## src/rtl/pw_pkg.sv

```systemverilog
// Shared types and default constants for the password verifier.
package pw_pkg;

  typedef enum logic [2:0] {
    ST_IDLE,
    ST_COMPARE,
    ST_OPEN,
    ST_FAIL,
    ST_LOCKED
  } pw_state_t;

  localparam logic [15:0] DEFAULT_PW  = 16'h8421;
  localparam int          OPEN_CYCLES = 8;
  localparam int          LOCK_CYCLES = 16;
  localparam int          MAX_TRIES   = 3;

  // Counter width able to hold the larger of the two reload values (count-1).
  function automatic int timer_width(input int a, input int b);
    int m;
    m = (a > b) ? a : b;
    return (m > 2) ? $clog2(m) : 1;
  endfunction

endpackage

```

## src/rtl/pw_timer.sv

```systemverilog
// Loadable down-counter shared by the OPEN window and the LOCKED lockout.
module pw_timer #(
  parameter int WIDTH = 4
) (
  input  logic             clk,
  input  logic             rst,
  input  logic             load,
  input  logic [WIDTH-1:0] load_value,
  input  logic             enable,
  output logic             zero
);

  logic [WIDTH-1:0] count;

  // Load has priority over counting; the counter parks at zero.
  always_ff @(posedge clk) begin
    if (rst) begin
      count <= '0;
    end else if (load) begin
      count <= load_value;
    end else if (enable && (count != '0)) begin
      count <= count - WIDTH'(1);
    end
  end

  assign zero = (count == '0);

endmodule

```

## src/rtl/pw_verify.sv

```systemverilog
// Keypad password verifier: compare, timed unlock, password change and lockout.
module pw_verify #(
  parameter int          OPEN_CYCLES = pw_pkg::OPEN_CYCLES,
  parameter int          LOCK_CYCLES = pw_pkg::LOCK_CYCLES,
  parameter int          MAX_TRIES   = pw_pkg::MAX_TRIES,
  parameter logic [15:0] DEFAULT_PW  = pw_pkg::DEFAULT_PW
) (
  input  logic       CLK,
  input  logic       RST,
  input  logic [3:0] IB0,
  input  logic [3:0] IB1,
  input  logic [3:0] IB2,
  input  logic [3:0] IB3,
  input  logic       Enter,
  input  logic       Set_mode,
  output logic       Unlock,
  output logic       Fail,
  output logic       Lock,
  output logic       Saved,
  output logic [1:0] Attempts
);

  import pw_pkg::*;

  localparam int            TW        = timer_width(OPEN_CYCLES, LOCK_CYCLES);
  localparam logic [TW-1:0] OPEN_LOAD = TW'(OPEN_CYCLES - 1);
  localparam logic [TW-1:0] LOCK_LOAD = TW'(LOCK_CYCLES - 1);

  pw_state_t     state_q, state_next;
  logic          enter_d, enter_edge;
  logic [15:0]   key_in, cap_reg, pw_reg;
  logic [1:0]    attempts_q, attempts_next;
  logic          timer_load, timer_en, timer_zero;
  logic [TW-1:0] timer_load_value;
  logic          cap_en, pw_store;

  assign key_in     = {IB3, IB2, IB1, IB0};
  assign enter_edge = Enter & ~enter_d;
  assign Attempts   = attempts_q;

  pw_timer #(.WIDTH(TW)) u_timer (
    .clk        (CLK),
    .rst        (RST),
    .load       (timer_load),
    .load_value (timer_load_value),
    .enable     (timer_en),
    .zero       (timer_zero)
  );

  // Next-state, timer control and data-path enables for the verifier FSM.
  always_comb begin
    state_next       = state_q;
    attempts_next    = attempts_q;
    timer_load       = 1'b0;
    timer_load_value = '0;
    timer_en         = 1'b0;
    cap_en           = 1'b0;
    pw_store         = 1'b0;
    case (state_q)
      ST_IDLE: begin
        if (enter_edge) begin
          cap_en     = 1'b1;
          state_next = ST_COMPARE;
        end
      end
      ST_COMPARE: begin
        if (cap_reg == pw_reg) begin
          attempts_next    = '0;
          timer_load       = 1'b1;
          timer_load_value = OPEN_LOAD;
          state_next       = ST_OPEN;
        end else if ((int'(attempts_q) + 1) < MAX_TRIES) begin
          attempts_next = attempts_q + 2'd1;
          state_next    = ST_FAIL;
        end else begin
          timer_load       = 1'b1;
          timer_load_value = LOCK_LOAD;
          state_next       = ST_LOCKED;
        end
      end
      ST_OPEN: begin
        if (enter_edge && Set_mode) begin
          pw_store         = 1'b1;
          timer_load       = 1'b1;
          timer_load_value = OPEN_LOAD;
        end else if (timer_zero) begin
          state_next = ST_IDLE;
        end else begin
          timer_en = 1'b1;
        end
      end
      ST_FAIL: begin
        state_next = ST_IDLE;
      end
      ST_LOCKED: begin
        if (timer_zero) begin
          attempts_next = '0;
          state_next    = ST_IDLE;
        end else begin
          timer_en = 1'b1;
        end
      end
      default: begin
        state_next = ST_IDLE;
      end
    endcase
  end

  // State, edge history, captured key, stored password and mismatch count.
  always_ff @(posedge CLK) begin
    if (RST) begin
      state_q    <= ST_IDLE;
      enter_d    <= 1'b1;
      cap_reg    <= '0;
      pw_reg     <= DEFAULT_PW;
      attempts_q <= '0;
    end else begin
      state_q    <= state_next;
      enter_d    <= Enter;
      attempts_q <= attempts_next;
      if (cap_en) begin
        cap_reg <= key_in;
      end
      if (pw_store) begin
        pw_reg <= key_in;
      end
    end
  end

  // Registered status outputs, decoded from the state being entered.
  always_ff @(posedge CLK) begin
    if (RST) begin
      Unlock <= 1'b0;
      Fail   <= 1'b0;
      Lock   <= 1'b0;
      Saved  <= 1'b0;
    end else begin
      Unlock <= (state_next == ST_OPEN);
      Fail   <= (state_next == ST_FAIL);
      Lock   <= (state_next == ST_LOCKED);
      Saved  <= pw_store;
    end
  end

endmodule

```

## config.mk

```make
export PLATFORM = sky130hd
export DESIGN_NAME = pw_verify
export DESIGN_NICKNAME = d
export VERILOG_FILES = /design/src/rtl/pw_pkg.sv /design/src/rtl/pw_timer.sv /design/src/rtl/pw_verify.sv
export SDC_FILE = /design/constraint.sdc
export NUM_CORES = 1
export LEC_CHECK = 0
export CORE_MARGIN = 10
export CORE_UTILIZATION = 50
export DETAILED_ROUTE_END_ITERATION = 8
export PLACE_DENSITY = 0.79
export SYNTH_ARGS = -nofsm -noshare
export SYNTH_HDL_FRONTEND = slang
export SYNTH_SLANG_ARGS = --single-unit
```

## constraint.sdc

```tcl
create_clock -name CLK -period 2 [get_ports CLK]
set_input_delay 0.4 -clock CLK [delete_from_list [all_inputs] [get_ports CLK]]
set_output_delay 0.4 -clock CLK [all_outputs]
set_load 0.02 [all_outputs]
```

Yosys cells after proc, flatten, opt, wreduce, memory -nomap -nowiden
Index checks and enable logic that the tools add are counted.

word-level totals
  bits in registers = 46
  output and inout port bits = 6
  word-level logic and storage cells = 59

cells by class
  $add $sub $neg = 3
  magnitude comparators = 1
  equal/unequal tests = 9
  muxes and demuxes = 26
  bitwise operators = 2
  reductions and logical operators = 8

operators with widths
  operator                                                               number
  3-bit two-way mux                                                      6
  16-bit equality test                                                   1
  4-bit two-way mux                                                      4
  3-bit case mux with 4 select lines                                     1
  3-bit by 2-bit equality test with 1-bit output, second input constant  3
  1-bit two-way mux                                                      8
  4-bit case mux with 2 select lines                                     1
  3-bit equality test, second input constant                             2
  2-bit two-way mux                                                      3
  4-bit logical NOT                                                      1
  1-bit case mux with 2 select lines                                     2
  2-bit case mux with 2 select lines                                     1
  2-bit nonzero test                                                     2
  4-bit nonzero test                                                     1
  4-bit by 1-bit subtractor with 4-bit output, second input constant     1
  2-bit by 1-bit adder with 3-bit output, second input constant          1
  3-bit by 1-bit equality test with 1-bit output, second input constant  1
  3-bit logical NOT                                                      1
  3-bit by 2-bit < comparator with 1-bit output, second input constant   1
  3-bit inequality test, second input constant                           1
  3-bit AND reduction                                                    1
  2-bit by 1-bit adder with 2-bit output, second input constant          1
  1-bit logical AND                                                      2
  2-bit inequality test, second input constant                           1
  other kinds (2)                                                        2

Logic depth before layout (Yosys ltp)
  word-level depth = 8
  gate-level depth with buffers = 7
  gate-level depth less buffers = 7

Cells and area by module
From an unflattened synthesis, not the netlist that was laid out.

unflattened totals
  cells, all modules = 228
  area total of the unflattened synthesis = 2112.0 um^2

modules (own cells, without submodules)
  module     times used  cells each  area an instance (um^2)
  pw_verify  1           199         1849.3
  pw_timer   1           29          262.8

Worst setup path after synthesis
OpenSTA, ideal clock, no wires.

  kind = reg-to-reg
  from = register u_timer.count[0]
  to = register u_timer.count[1]
  setup time = 74 ps
  data arrival time = 1587 ps
  path slack = 339 ps
  stages on the path, launching flop included = 8
  path buffers = 0
  period minus slack after synthesis = 1661 ps
  cell sequence = dfxtp_1 -> inv_1 -> ha_1 -> or3b_1 -> nor2b_1 -> nand2_1 -> mux2_1 -> a31oi_1

between the ends
  cells in the longest elaborated chain, start to end = 6

RTL lines
  element                              line                              text
  from (decl)                          pw_timer.sv:13                    logic [WIDTH-1:0] count;
  from (signal assigned)               pw_timer.sv:20                    count <= load_value;
  from (signal assigned)               pw_timer.sv:22                    count <= count - WIDTH'(1);
  4-bit logical NOT                    pw_timer.sv:26                    assign zero = (count == '0);
  1-bit two-way mux                    pw_verify.sv:86, pw_verify.sv:96
  1-bit two-way mux                    pw_verify.sv:82                   if (enter_edge && Set_mode) begin
  1-bit case mux with 2 select lines   pw_verify.sv:59                   case (state_q)
  1-bit logical AND                    pw_timer.sv:21                    end else if (enable && (count != '0)) begin
  2-bit nonzero test (no source line)  --

Parallel ways exist; a longest one is shown, timed or not. The select of a mux whose other input is x is not followed.
A chain may end at the register's enable or synchronous reset.

Final worst setup path
Same ends and word-level chain as after synthesis.

==> PnR_summary.wiki <==
{| class="wikitable"
! Metric !! Value
|-
| Final Cycle Share || approximately 90%
|-
| Final net count || about 270
|-
| Syn nets || 240
|-
| Overall fraction of global-route tracks in use || about an eighth
|-
| Number of max-cap violations || 0
|-
| Clock edge transition at the registers on the reported setup and hold paths || 0.08 ns
|-
| Achievable clock frequency || 554 MHz
|-
| Total Routed Length || ~3800 um
|-
| Ratio of total power to cell area || between 600 and 700 nW/um^2
|-
| Filler cell count in the final layout || ~320
|-
| Buffers & Inverters on Critical Path || 1
|-
| Headroom to the max-slew limit || between 60% and 70%
|-
| Layout cell share with drive strength beyond 1 || ~6.1%
|-
| Final clock skew || approximately 0.0043 ns
|-
| CTS tree || built
|-
| Hold Crit Start || pw_reg[7]
|-
| Time the final worst path needs with I/O delays and setup || roughly 1.8 ns
|-
| Die footprint || between 6000 and 7000 sq um
|-
| Async S/R FF share, synth || 0%
|-
| Detailed-router iteration count before antenna repair || 4
|-
| Synth top cells by count || 46 x dfxtp_1, 39 x nand2_1, 21 x nor2_1
|-
| Proportion of netlist area held by the largest area contributor || approximately 47%
|-
| Largest net degree at the start of global routing || 37
|-
| Number of hold buffers added after CTS || 0
|-
| Area inside the core boundary || 3720 sq um
|-
| Area used by sequential logic in the layout || 921 sq um
|-
| Starting Density || a little over half
|-
| Width of the die || 82.4 um
|-
| Routed wire per std cell || ~13 um
|-
| Outcome || completed
|-
| Launch point of the worst reg-to-reg path || u_timer.count[0]
|-
| Post-detailed-route DRC marker count || 0
|-
| Worst vdd ir || 0.482 mV
|-
| Clock latency at the later pin of the worst-skew pair || around 0.3 ns
|-
| Cell count after synthesis || 217
|-
| Cell leakage power || roughly 0.94 nW
|-
| EDFF count, synth || 0
|-
| Detailed-route vias per instance || approximately 5.0
|-
| Global route total overflow || 0
|-
| Top fanout value on the critical path || 3
|-
| Setup repair after global routing missed its margin || no
|-
| Capturing element type of the critical path || register
|-
| Largest delay share family, worst path || simple AND/OR/NAND/NOR gates
|-
| Worst setup slack before clock tree synthesis || approximately 0.051 ns
|-
| Wire length of the first global-routing pass || ~6700 um
|-
| Origin of the worst setup path || u_timer.count[0]
|-
| Arrival time of the worst setup path || slightly above 2 ns
|-
| Count of input and output buffers || 25
|-
| Final worst setup slack || between 0.15 and 0.2 ns
|-
| Summed negative setup slack over all endpoints || 0 ns
|-
| Number of gates given a new drive strength after cts || 0
|-
| Number of sinks on the clock net || 46
|-
| Most frequent cell after synthesis || dfxtp_1
|-
| Final hold vios || 0
|-
| IO Count || 26
|-
| Max Buffers Root-to-Sink || 2
|-
| Initial antenna violation count || 0
|-
| PnR Total Power || 1.66 mW
|-
| Per-instance average area after synthesis || between 8 and 9 sq um
|-
| CP peak stage delay || between 0.3 and 0.4 ns
|-
| Number of post-CTS setup repair buffers || 0
|-
| RD Place Congestion || approximately 0.77
|-
| Type of the tightest min-delay check || reg2reg
|-
| Count of nets left with antenna violations after detail routing || 0
|-
| Chip height || 82.4 um
|-
| Standard-cell row count || 22
|-
| Number of different library cells in the post-synthesis netlist || 34
|-
| Root Buffer || clkbuf_8
|-
| YS warnings || 0
|-
| Cell accounting for the most synthesized area || dfxtp_1
|-
| Initial drt markers || 88
|-
| Number of levels the H-tree was split into || 2
|-
| Number of diodes added for antenna fixing || 0
|-
| Count of vias placed by the detailed router || 1461
|-
| Worst path cell trace || inv_1 -> ha_1 -> or3b_1 -> nor2b_1 -> nand2_1 -> mux2_1 -> a31oi_1
|-
| Signed area change from the synthesized netlist to the final layout || 22.1%
|-
| Area used by multi-input combinational logic || approximately 960 sq um
|-
| FF+latch count, synth || 46
|-
| Kind of launch point of the worst setup path || register
|-
| Flip-flop cell with the highest count after synthesis || dfxtp_1
|-
| Post-synth design cell area || 1950 sq um
|-
| Final number of setup-violating endpoints || 0
|-
| Required time at the endpoint of the critical path || between 2 and 2.5 ns
|-
| Critical path class || reg2reg
|-
| DPL Wire Length || 2790 um
|-
| Transition time at the pin with the least slew margin || around 0.45 ns
|-
| Sequential area share after synthesis || a little under half
|-
| Number of CTS-inserted buffers || 5
|-
| Slowest CP cell || or3b_1
|-
| Slew Viols, Final || 0
|-
| Biggest area contributors in the synthesized netlist || dfxtp_1 47%, mux2i_1 9.8%, xor2_1 7.7%
|-
| Number of global-route vias before repair || 1467
|}
## worst paths after layout
| check | endpoint | cells past startpoint | slack [ns] |
|---|---|---|---|
| max | u_timer.count[1] | 7 | 0.20 |
| max reg2reg | u_timer.count[1] | 7 | 0.20 |
| min reg2reg | pw_reg[7] | 2 | 0.47 |
| min | pw_reg[7] | 2 | 0.47 |
## cell usage in the layout (no fill, tap or decap)
master           count
a21o_1               1
a21oi_1             17
a21oi_2              1
a31oi_1              3
and3_1               1
and3b_1              1
and4_1               1
and4bb_2             1
buf_12               3
buf_4                2
clkbuf_1             1
clkbuf_8             6
clkdlybuf4s50_1     25
clkinv_2             1
dfxtp_1             46
ha_1                 3
inv_1                5
mux2_1               1
mux2i_1             19
nand2_1             39
nand2b_1             2
nand3_1              8
nand4_1              1
nor2_1              21
nor2b_1              1
nor3_1               1
nor3b_1              2
nor4_1               4
o211a_1              1
o211ai_1             1
o21ai_0              2
o21ai_1              1
or2_2                1
or3b_1               2
or4_1                2
xnor2_1              1
xor2_1              17
## final cells by class
type / instances / area share [%]
Clock buffer: 7 / 3.63
Timing Repair Buffer: 30 / 13.7
Clock inverter: 1 / 0.211
Inverter: 5 / 0.790
Multi-Input combinational cell: 156 / 40.4
Sequential cell: 46 / 38.8
Tap cell: 48 / 2.53
## power by group
part	total (mW)	internal, mW	switching, mW
Sequential	0.946	0.933	0.0132
Combinational	0.140	0.0770	0.0628
Clock	0.575	0.279	0.296
Total	1.66	1.29	0.372
## cell families (layout without fill, tap and decap cells)
family                     after synthesis  in the layout  synth area share, %
AOI/OAI and AO/OA                       27             27                 7.85
xor gates and xnor gates                18             18                 8.10
adders and majority gates                3              3                 1.93
buffers and inverters                   15             43                 3.34
DFF                                     46             46                 47.3
muxes                                   20             20                 10.4
and+or+nand+nor                         88             88                 21.1
## per-layer routing
layer / up-vias / track usage (%) / wire, um
met5: - / 0 / 0
met4: 0 / 4.08 / 48
met3: 5 / 5.29 / 213
met2: 20 / 19.8 / 1750
met1: 653 / 15.6 / 1750
li1: 783 / - / -
## tightest hold or removal path, delay by kind of cell, from the launching register on
family	cells	cell delay [ns]
flip-flops	1	0.32
AO/OA/AOI/OAI	1	0.05
AND/OR/NAND/NOR	1	0.05
## stage by stage
step	utilization [%]	area [sq um]	hold slack (ns)	instances
after floorplan	-	1950	0.448	217
after global placement	61.5	2280	0.454	285
after detailed placement	61.5	2280	0.460	285
after CTS	63.9	2380	0.471	293
after global routing	63.9	2380	0.498	293
final	63.9	2380	0.468	293
Power figures use the tool's default switching activity.
